## config.mk

```make
export PLATFORM = sky130hd
export DESIGN_NAME = dma_int_event_presenter
export DESIGN_NICKNAME = d
export VERILOG_FILES = /design/src/rtl/dma_int_pkg.sv /design/src/rtl/dma_int_sat_counter.sv /design/src/rtl/dma_int_event_presenter.sv
export SDC_FILE = /design/constraint.sdc
export NUM_CORES = 1
export LEC_CHECK = 0
export CAP_MARGIN = 20
export CORE_UTILIZATION = 63
export CTS_CLUSTER_SIZE = 12
export DETAILED_ROUTE_END_ITERATION = 6
export DONT_BUFFER_PORTS = 1
export PLACE_DENSITY_LB_ADDON = 0.1
export REMOVE_ABC_BUFFERS = 1
export SYNTH_ARGS = -nofsm -noshare
export SYNTH_HDL_FRONTEND = slang
export SYNTH_SLANG_ARGS = --single-unit
```

## constraint.sdc

```tcl
create_clock -name clock -period 5.1 [get_ports clock]
set_clock_uncertainty 0.15 [all_clocks]
set_input_delay 1.02 -clock clock [delete_from_list [all_inputs] [get_ports clock]]
set_output_delay 1.02 -clock clock [all_outputs]
set_load 0.05 [all_outputs]
```

## src/rtl/dma_int_pkg.sv

```systemverilog
// Shared definitions for the DMA interrupt event presenter:
// flag bit positions, flag width and FSM state encoding.
package dma_int_pkg;

  localparam int FLAG_WIDTH = 4;

  localparam int FLG_DONE         = 0;
  localparam int FLG_WR_ERR       = 1;
  localparam int FLG_RD_ERR       = 2;
  localparam int FLG_INVALID_DESC = 3;

  typedef logic [1:0] stateT;

  localparam stateT ST_IDLE    = 2'd0;
  localparam stateT ST_POP     = 2'd1;
  localparam stateT ST_CAP     = 2'd2;
  localparam stateT ST_PRESENT = 2'd3;

  // A flag survives only if software has enabled it in the mask.
  function automatic logic [FLAG_WIDTH-1:0] maskFlags(
    input logic [FLAG_WIDTH-1:0] rawFlags,
    input logic [FLAG_WIDTH-1:0] mask
  );
    return rawFlags & mask;
  endfunction

endpackage

```

## src/rtl/dma_int_sat_counter.sv

```systemverilog
// Saturating up-counter with a clear input that wins over a
// same-cycle increment. Used to count events discarded by the mask.
module dma_int_sat_counter #(
  parameter int WIDTH = 8
) (
  input  logic             clock,
  input  logic             reset,
  input  logic             clr,
  input  logic             inc,
  output logic [WIDTH-1:0] count
);

  // Clear has priority; otherwise count up until all-ones and stick there.
  always_ff @(posedge clock) begin
    if (reset || clr) begin
      count <= '0;
    end else if (inc && (count != '1)) begin
      count <= count + 1'b1;
    end
  end

endmodule

```

## src/rtl/dma_int_event_presenter.sv

```systemverilog
// Pops DMA interrupt events from the event FIFO one at a time, filters
// them against the interrupt mask and presents unmasked events to
// software through a held status register and a level irq.
module dma_int_event_presenter #(
  parameter int FIFO_WIDTH     = 8,
  parameter int FLAG_WIDTH     = 4,
  parameter int DROP_CNT_WIDTH = 8
) (
  input  logic                           clock,
  input  logic                           reset,
  input  logic                           fifoEmpty,
  input  logic [FIFO_WIDTH-1:0]          fifoRdData,
  input  logic                           fifoDbErr,
  output logic                           fifoRdEn,
  input  logic [FLAG_WIDTH-1:0]          intMask,
  input  logic                           intClr,
  input  logic                           dropCntClr,
  output logic                           irq,
  output logic                           statusValid,
  output logic [FIFO_WIDTH-FLAG_WIDTH-1:0] statusDesc,
  output logic [FLAG_WIDTH-1:0]          statusFlags,
  output logic [DROP_CNT_WIDTH-1:0]      dropCnt,
  output logic                           eccErr
);

  import dma_int_pkg::*;

  // The flag layout in the event word is fixed; refuse any other width.
  if (FLAG_WIDTH != dma_int_pkg::FLAG_WIDTH) begin : gFlagWidthCheck
    $error("dma_int_event_presenter: FLAG_WIDTH must be 4");
  end

  stateT                   state;
  logic [FLAG_WIDTH-1:0]   rawFlags;
  logic [FLAG_WIDTH-1:0]   maskedFlags;
  logic                    dropInc;

  assign rawFlags    = fifoRdData[FLAG_WIDTH-1:0];
  assign maskedFlags = maskFlags(rawFlags, intMask);
  assign dropInc     = (state == ST_CAP) && (maskedFlags == '0);

  // Event sequencing: sample FIFO, pop, capture/filter, then hold until cleared.
  always_ff @(posedge clock) begin
    if (reset) begin
      state       <= ST_IDLE;
      fifoRdEn    <= 1'b0;
      irq         <= 1'b0;
      statusValid <= 1'b0;
      statusDesc  <= '0;
      statusFlags <= '0;
      eccErr      <= 1'b0;
    end else begin
      fifoRdEn <= 1'b0;
      case (state)
        ST_IDLE: begin
          if (!fifoEmpty) begin
            state    <= ST_POP;
            fifoRdEn <= 1'b1;
          end
        end
        ST_POP: begin
          state <= ST_CAP;
        end
        ST_CAP: begin
          if (fifoDbErr) begin
            eccErr <= 1'b1;
          end
          if (maskedFlags != '0) begin
            statusDesc  <= fifoRdData[FIFO_WIDTH-1:FLAG_WIDTH];
            statusFlags <= maskedFlags;
            statusValid <= 1'b1;
            irq         <= 1'b1;
            state       <= ST_PRESENT;
          end else begin
            state <= ST_IDLE;
          end
        end
        ST_PRESENT: begin
          if (intClr) begin
            statusDesc  <= '0;
            statusFlags <= '0;
            statusValid <= 1'b0;
            irq         <= 1'b0;
            state       <= ST_IDLE;
          end
        end
        default: begin
          state <= ST_IDLE;
        end
      endcase
    end
  end

  dma_int_sat_counter #(
    .WIDTH(DROP_CNT_WIDTH)
  ) uDropCounter (
    .clock(clock),
    .reset(reset),
    .clr  (dropCntClr),
    .inc  (dropInc),
    .count(dropCnt)
  );

endmodule

```

==> out/results.tsv, run 1 <==
stage	metric	value	unit
synthesis	synthAdderAreaFrac	1.34	%
synthesis	ys_top_cells_by_area	dfxtp_1, a21oi_1, nand3_1	
detailed_routing	wl_per_cell	15.9	µm
floorplan	core-area	1330	µm²
global_route	grt_use_met1	29.7	%
floorplan	die_h	40.5	µm
run_status	status	finished clean	
sta	max_clock_freq	408	MHz
global_route	grt_max_degree	17	
cells_and_area	syn_to_final_growth	1.21	%
setup_path	endpoint_kind	primary output	
sta	drv_slew	0	
detailed_routing	initialDrtViolationCount	20	
floorplan	initial_core_util	70.0	%
power_and_ir_drop	total_power	0.288	mW
global_route	antenna_found_initial	0	
sta	tightest_slew	953	ps
power_and_ir_drop	leakage	0.314	nW
detailed_routing	via_per_inst	6.66	
global_route	grt.busiest_layer	met2	
sta	finalSetupTns	0	ps
cells_and_area	fin_cells	119	
global_route	grtUsageMet2	38.9	%
place	dpl-instance-area	917	µm²
detailed_routing	ant_nets	0	
detailed_routing	drc	0	
synthesis	yosys.area_share.simple	27.3	%
synthesis	synth_largest_area_cell	dfxtp_1	
cts	cts_root_buf	clkbuf_4	
cts	post_cts_buffers	0	
cells_and_area	antenna_cells	0	
cells_and_area	final_core_util	70.8	%
detailed_routing	wirelength	1890	µm
sta	fin_crit_sh	48.1	%
synthesis	synth-seq-area-share	45.0	%
synthesis	synth_top_area_share	45.0	%
cts	clock-sinks	21	
global_route	grt_pass1_wl	2670	µm
floorplan	num_rows	13	
sta	setup_viol	0	
synthesis	synth_compound_area_share	21.0	%
synthesis	syn_avg_cell_area	8.72	µm²
setup_path	cp-start-kind	flip-flop	
global_route	grt_pass1_vias	689	
job	max_cap_viol_count	0	
synthesis	synth.area.mux_share	1.07	%
detailed_routing	vias	793	
synthesis	ys_warn_count	0	
cells_and_area	fin_area	945	µm²
global_route	grt.total_usage	24.8	%
place	portBuffers	0	
cts	cts_max_level	1	
cts	path_clk_slew	120	ps
worst_hold_path	whs_path_depth	1	
sta	timing.final.crit_period	2450	ps
cts	ctsResizeCount	0	
synthesis	synthDistinctLibCells	32	
synthesis	postSynthCellCount	107	
cells_and_area	drive_above_1_share	8.65	%
cts	cts-buffers-inserted	3	
floorplan	num_io_pins	38	
place	placed_cells	115	
setup_path	cp.required	3930	ps
cells_and_area	nets	124	
detailed_routing	dr.pass1.iters	4	
cts	cts_tree	built	
setup_path	worstPathMaxFanout	3	
synthesis	synth-xor-area-share	0	%
floorplan	fp.dieW	40.5	µm
synthesis	synth_top_family_by_area	simple AND/OR/NAND/NOR gates	
cts	clockBufferDepth	2	
sta	hold_viol	0	
setup_path	path_class	flip-flop to primary output	
synthesis	ys_seq_elements	21	
sta	slew_headroom	36.4	%
cts	clk-insertion-delay-late	310	ps
power_and_ir_drop	pwr_density_cell	305	nW/µm²
setup_path	crit_arrival	1280	ps
place	hpwl	1310	µm
place	place_congestion	0.721	
floorplan	die_area	1640	µm²
global_route	overflow	0	
power_and_ir_drop	vdd_drop_max	0.154	mV
setup_path	r2r_cells	4	
sta	rsz0062_at_grt	no	
cts	cts_hold_buf	0	
worst_hold_path	hold_class	flip-flop to flip-flop	
setup_path	path_depth	0	
global_route	met3_usage	6.11	%
synthesis	syn_area	933	µm²
## per-layer routing
metal / wire (µm) / up-vias
li1: - / 391
met2: 866 / 36
met1: 839 / 361
met3: 137 / 5
met4: 44 / 0
met5: 0 / -
## cell usage after synthesis
master / number
nand3b_1: 1
a311oi_1: 2
a21bo_2: 1
or2_2: 1
nor4_1: 1
buf_2: 1
a21oi_1: 18
and3_1: 3
a22oi_2: 2
a21boi_0: 1
nand4_4: 1
a31oi_1: 1
mux2i_1: 1
nor2b_1: 2
inv_1: 1
nand3_1: 14
and4_1: 2
o31ai_1: 1
o311ai_0: 1
ha_1: 1
dfxtp_1: 21
clkbuf_1: 4
nand4_1: 2
o21ai_0: 3
nor3_1: 1
nor2_1: 2
or4_1: 1
and2_1: 1
nand2_1: 10
buf_4: 2
o41ai_1: 1
or3_1: 3
## flip-flops by register name (all words and copies together) (netlist names)
signal              cells
eccErr                  1
statusValid             1
statusDesc              4
fifoRdEn                1
state                   2
statusFlags             4
uDropCounter.count      8
## stage by stage
step	setup WS [ps]	hold WS [ps]
2_1_floorplan	2790	325
3_3_place_gp	2750	341
3_5_place_dp	2730	366
4_1_cts	2640	378
5_1_grt	2600	415
6_report	2650	380
## report_power, final
part	switching [mW]	internal [mW]	leakage [nW]
clock	0.0517	0.0293	0.0177
sequential	0.0193	0.169	0.170
combinational	0.0111	0.00732	0.127
total	0.0822	0.206	0.314
## path summary, 6_finish.rpt
path	slack, ps	endpoint	startpoint
max	2650	irq	statusValid
min	380	fifoRdEn	state[1]
max reg2reg	2980	uDropCounter.count[5]	state[1]
min reg2reg	380	fifoRdEn	state[1]
## worst reg2reg max path: stages, from the launching register on
cell and delay, ps:
dfxtp_1 430, nor2b_1 610, nand4_4 200, or4_1 540, a21oi_1 140
## cells in the final DEF, fill, tap and decap left out
master	Yosys	layout
nand3_1	14	14
a21oi_1	18	18
o41ai_1	1	1
or4_1	1	1
clkinv_2	0	1
o31ai_1	1	1
mux2i_1	1	1
a31oi_1	1	1
and4_1	2	2
or3_1	3	3
nor2b_1	2	2
a22oi_2	2	2
ha_1	1	1
nor4_1	1	1
or2_2	1	1
a21boi_0	1	1
nand4_1	2	2
a21bo_2	1	1
and2_1	1	1
nand2_1	10	10
nand4_4	1	1
nor3_1	1	1
nor2_1	2	2
inv_1	1	1
and3_1	3	3
o311ai_0	1	1
clkbuf_4	0	3
dfxtp_1	21	21
o21ai_0	3	3
nand3b_1	1	1
a311oi_1	2	2
## kinds of logic after synthesis
group / after synthesis
buffers and inverters: 8
DFF: 21
and+or+nand+nor: 45
muxes: 1
adders and majority gates: 1
AOI/OAI and AO/OA: 31
## final cells by class
type                    count  area [µm²]
flip-flops and latches     21         420
multi-input cells          78         474
clock buffers               3        22.5
inverters                   1        3.75
clock inverters             1        5.00
well taps                  15        18.8
fillers                   116         389
(Power assumes the default switching activity.)
==> inputs of run 2 (changes only) <==
CORE_UTILIZATION = 59   (was 63)
clock period = 2.4 ns   (was 5.1 ns; I/O delays follow)
==> out/results.tsv, run 2 (synthesis results as in run 1) <==
stage	metric	value	unit	change
cts	clk-insertion-delay-late	300	ps	about the same
detailed_routing	ant_nets	0		unchanged
floorplan	num_io_pins	38		unchanged
floorplan	fp.dieW	41.8	µm	+3.2%
setup_path	cp.required	2490	ps	-1440 ps
floorplan	core-area	1380	µm²	+3.7%
cts	clockBufferDepth	2		unchanged
cells_and_area	syn_to_final_growth	5.23	%	
setup_path	r2r_setup_slack	550	ps	-2430 ps
floorplan	initial_core_util	67.5	%	-2.5 points
floorplan	die_area	1750	µm²	+6.4%
global_route	grt_max_degree	17		unchanged
setup_path	endpoint_kind	flip-flop		
setup_path	worst_path_max_delay_cell	dfxtp_1		
sta	tightest_slew	661	ps	-291 ps
setup_path	cp_top_family	simple AND/OR/NAND/NOR gates		
power_and_ir_drop	leakage	0.341	nW	+8.6%
cells_and_area	antenna_cells	0		unchanged
setup_path	path_buf_inv	0		
run_status	status	finished clean		
detailed_routing	via_per_inst	6.55		-1.7%
setup_path	path_class	flip-flop to flip-flop		
cts	cts_max_level	1		unchanged
worst_hold_path	whs_path_depth	1		unchanged
sta	setup_viol	0		unchanged
power_and_ir_drop	total_power	0.611	mW	+110%
detailed_routing	vias	812		+2.4%
global_route	grt.total_usage	22.2	%	-2.6 points
cts	cts_tree	built		
cells_and_area	drive_above_1_share	12.8	%	+4.2 points
cells_and_area	mostFrequentLayoutCells	dfxtp_1, a21oi_1, nand3_1, nand2_1, buf_4		
cts	cts-buffers-inserted	3		unchanged
setup_path	path_cells	and4_1 > and3_1 > or4_1 > a21oi_1		
sta	hold_viol	0		unchanged
cells_and_area	fillCellCount	114		-1.7%
sta	slew_headroom	55.8	%	+19 points
cells_and_area	largest_reg_flops	8		unchanged
cts	cts_hold_buf	0		unchanged
sta	finalSetupTns	0	ps	unchanged
setup_path	critPathLaunch	uDropCounter.count[5]		
sta	rsz0062_at_grt	no		
setup_path	worstPathMaxFanout	8		+5
power_and_ir_drop	pwr_density_cell	622	nW/µm²	+100%
cts	cts_root_buf	clkbuf_4		
place	hpwl	1410	µm	+7.2%
place	portBuffers	0		unchanged
setup_path	r2r_cells	4		unchanged
cells_and_area	seq_area	420	µm²	unchanged
worst_hold_path	hold_class	input pin to flip-flop		
place	place_congestion	0.748		+3.8%
global_route	antenna_found_initial	0		unchanged
sta	max_clock_freq	539	MHz	
setup_path	crit_end	uDropCounter.count[5]		
setup_path	cp-start-kind	flip-flop		
sta	fin_crit_sh	77.3	%	
detailed_routing	wirelength	1890	µm	about the same
detailed_routing	drc	0		unchanged
global_route	grt_pass1_vias	685		-0.58%
cells_and_area	final_core_util	71.0	%	+0.22 points
setup_path	critPathMaxStageDelay	540	ps	
cells_and_area	final_common_cell	dfxtp_1		
sta	timing.final.crit_period	1850	ps	
setup_path	r2r_end	uDropCounter.count[5]		
detailed_routing	wl_met3	127	µm	-7.3%
cts	ctsResizeCount	0		unchanged
power_and_ir_drop	vdd_drop_max	0.406	mV	+160%
job	max_cap_viol_count	0		unchanged
global_route	overflow	0		unchanged
detailed_routing	dr.pass1.iters	4		unchanged
setup_path	crit_arrival	1940	ps	+660 ps
cts	path_clk_slew	120	ps	about the same
setup_path	path_depth	4		+4
global_route	grt_pass1_wl	2970	µm	+11%
cells_and_area	multi_input_area	474	µm²	unchanged
detailed_routing	top_layer_used	met4		
cells_and_area	nets	129		+4.0%
cts	post_cts_buffers	0		unchanged
detailed_routing	wl_per_cell	15.2	µm	-4.1%
setup_path	r2r_start	uDropCounter.count[5]		
sta	drv_slew	0		unchanged
detailed_routing	wl_met2	877	µm	+1.3%
cells_and_area	top_regs	uDropCounter.count: 8 flops, statusDesc: 4 flops, statusFlags: 4 flops		
cts	clock-sinks	21		unchanged
detailed_routing	wl_met1	858	µm	+2.3%
cells_and_area	top_register	uDropCounter.count		
floorplan	num_rows	13		unchanged
floorplan	die_h	41.8	µm	+3.2%
detailed_routing	initialDrtViolationCount	10		-50%
[run 2: layout make-up]
type                            instances  share of cell area, %
Multi-Input combinational cell         78                   48.3
Sequential cell                        21                   42.8
Timing Repair Buffer                    5                   3.82
Clock buffer                            3                   2.29
Tap cell                               15                   1.91
Clock inverter                          1                  0.510
Inverter                                1                  0.382
[run 2: worst register-to-register path, cell delays in order, from the launching register on]
cell and delay, ps:
dfxtp_1 540, and4_1 320, and3_1 230, or4_1 410, a21oi_1 150
[run 2: metrics by stage]
stage               instances  instance area [µm²]  setup slack, ps  hold slack (ps)
floorplan                 100                  898              476              325
global placement          120                  955              611              345
detailed placement        120                  955              576              365
CTS                       124                  982              567             75.1
global route              124                  982              441             62.1
finish                    124                  982              546             78.6
[run 2: worst min path at each step]
stage                        start       endpoint  slack, ps
after detailed placement  state[0]       state[1]        370
after global routing         reset  statusDesc[1]         60
after floorplan           state[1]       fifoRdEn        330
after CTS                    reset  statusDesc[3]         80
final                        reset  statusDesc[3]         80
after global placement    state[1]       fifoRdEn        350
[run 2: routing by layer]
metal  global-route usage (%)  up-vias
met4                     7.74        0
met3                     4.78        5
met2                     35.6       33
li1                         -      408
met5                        0        -
met1                     29.3      366
[run 2: where the power goes]
| group | switching (mW) | internal, mW | leakage (nW) |
|---|---|---|---|
| logic | 0.0348 | 0.0188 | 0.154 |
| clock network | 0.104 | 0.0621 | 0.0177 |
| registers | 0.0319 | 0.360 | 0.170 |
| total | 0.171 | 0.440 | 0.341 |
==> inputs of run 3 (changes only) <==
CORE_UTILIZATION = 53   (was 59)
clock period = 1.6 ns   (was 2.4 ns; I/O delays follow)
==> out/results.tsv, run 3 (synthesis results as in run 1) <==
stage	metric	value	unit	change
power_and_ir_drop	pwr_density_cell	762	nW/µm²	+22%
cts	path_clk_slew	120	ps	about the same
global_route	antenna_found_initial	0		unchanged
cts	clk-insertion-delay-late	300	ps	about the same
cells_and_area	syn_to_final_growth	37.5	%	
detailed_routing	ant_nets	0		unchanged
worst_hold_path	hold_class	input pin to flip-flop		
cts	cts_tree	built		
power_and_ir_drop	total_power	0.978	mW	+60%
cts	cts-buffers-inserted	3		unchanged
sta	tightest_slew	525	ps	-136 ps
detailed_routing	wirelength	2620	µm	+39%
power_and_ir_drop	vdd_drop_max	0.657	mV	+62%
setup_path	path_class	flip-flop to flip-flop		
run_status	violations	design-rule violations, negative setup slack		
cells_and_area	antenna_cells	0		unchanged
setup_path	endpoint_kind	flip-flop		
sta	fin_ws	-11.3	ps	-557 ps
detailed_routing	initialDrtViolationCount	31		+21
place	hpwl	1590	µm	+12%
detailed_routing	wl_met2	1400	µm	+59%
cts	cts_max_level	1		unchanged
floorplan	die_area	1930	µm²	+11%
place	dpl-instance-area	1110	µm²	+17%
cells_and_area	final_common_cell	buf_4		
floorplan	die_h	44.0	µm	+5.2%
detailed_routing	via_per_inst	6.27		-4.2%
cells_and_area	drive_above_1_share	33.3	%	+20 points
floorplan	initial_core_util	59.2	%	-8.3 points
sta	slew_headroom	65.0	%	+9.1 points
cts	clock-sinks	21		unchanged
cells_and_area	nets	161		+25%
detailed_routing	wl_met3	180	µm	+42%
cells_and_area	top_regs	uDropCounter.count: 8 flops, statusDesc: 4 flops, statusFlags: 4 flops		
detailed_routing	top_layer_used	met4		
sta	fin_crit_sh	101	%	+23 points
setup_path	path_buf_inv	0		unchanged
global_route	grt_max_degree	14		-3
detailed_routing	wl_met1	1010	µm	+17%
setup_path	crit_arrival	1710	ps	-230 ps
cells_and_area	fin_area	1280	µm²	+31%
detailed_routing	vias	985		+21%
cts	cts_root_buf	clkbuf_4		
setup_path	path_cells	ha_2 > and2_4 > and3_4 > or4_4 > a21oi_2		
worst_hold_path	hp-start	intMask[2]		
setup_path	worst_path_max_delay_cell	or4_4		
setup_path	cp.required	1700	ps	-790 ps
job	max_cap_viol_count	0		unchanged
global_route	grt.total_usage	26.1	%	+3.9 points
setup_path	critPathMaxStageDelay	410	ps	-130 ps
sta	hold_viol	0		unchanged
cells_and_area	mostFrequentLayoutCells	buf_4, dfxtp_1, a21oi_1, nand3_1		
place	place_congestion	0.806		+7.7%
setup_path	cp-start-kind	flip-flop		
setup_path	r2r_start	uDropCounter.count[1]		
sta	setup_viol	1		+1
cells_and_area	largest_reg_flops	8		unchanged
floorplan	num_io_pins	38		unchanged
floorplan	num_rows	14		+1
run_status	status	complete, but fails checks		
power_and_ir_drop	leakage	0.502	nW	+47%
detailed_routing	dr.pass1.iters	7		+3
setup_path	worstPathMaxFanout	6		-2
detailed_routing	wl_per_cell	16.7	µm	+9.9%
floorplan	core-area	1580	µm²	+14%
sta	max_clock_freq	621	MHz	+15%
global_route	overflow	0		unchanged
floorplan	fp.dieW	44.0	µm	+5.2%
global_route	grt_pass1_wl	3710	µm	+25%
setup_path	critPathLaunch	uDropCounter.count[1]		
sta	drv_slew	0		unchanged
sta	rsz0062_at_grt	yes		
place	portBuffers	0		unchanged
setup_path	cp_top_family	simple AND/OR/NAND/NOR gates		
cts	clockBufferDepth	2		unchanged
detailed_routing	drc	1		+1
sta	timing.final.crit_period	1610	ps	-243 ps
cells_and_area	top_register	uDropCounter.count		
global_route	grt_pass1_vias	860		+26%
[run 3: routing by layer]
metal,vias to the layer above,global-route usage [%]
li1,471,-
met5,-,0
met2,40,44.5
met4,0,7.88
met3,4,7.92
met1,470,31.5
[run 3: final timing paths]
check	end	slack, ps	cells after the start
max	uDropCounter.count[5]	-10	5
min	statusFlags[2]	10	2
max reg2reg	uDropCounter.count[5]	-10	5
min reg2reg	statusValid	310	2
[run 3: layout make-up]
| cell class | instances | area [µm²] |
|---|---|---|
| Multi-Input combinational cell | 78 | 504 |
| Sequential cell | 21 | 425 |
| Timing Repair Buffer | 37 | 303 |
| Fill cell | 110 | 293 |
| Clock buffer | 3 | 22.5 |
| Tap cell | 16 | 20.0 |
| Clock inverter | 1 | 5.00 |
| Inverter | 1 | 3.75 |
[run 3: where the power goes]
part	switching (mW)	total [mW]	internal, mW
clock	0.160	0.253	0.0932
sequential	0.0412	0.581	0.540
combinational	0.0786	0.144	0.0652
[run 3: what timing repair did]
action                                  4_1_cts  5_1_grt
endpoints found under the hold margin        13        2
pin swaps                                     1        0
resized for setup                             8        5
endpoints found under the setup margin        4       14
hold buffers                                  8        2
buffers inserted                              1        0
[run 3: stage by stage]
stage | setup TNS (ps) | utilization (%) | worst slack [ps] | std cells | hold WS, ps
global placement | -33.8 | 70.6 | -33.8 | 142 | 241
floorplan | -1560 | - | -324 | 100 | 239
global route | -203 | 81.4 | -75.3 | 157 | 3.21
detailed placement | -96.5 | 70.6 | -83.9 | 142 | 243
finish | -11.3 | 81.4 | -11.3 | 157 | 12.4
CTS | 0 | 79.0 | 10.2 | 155 | 0.769
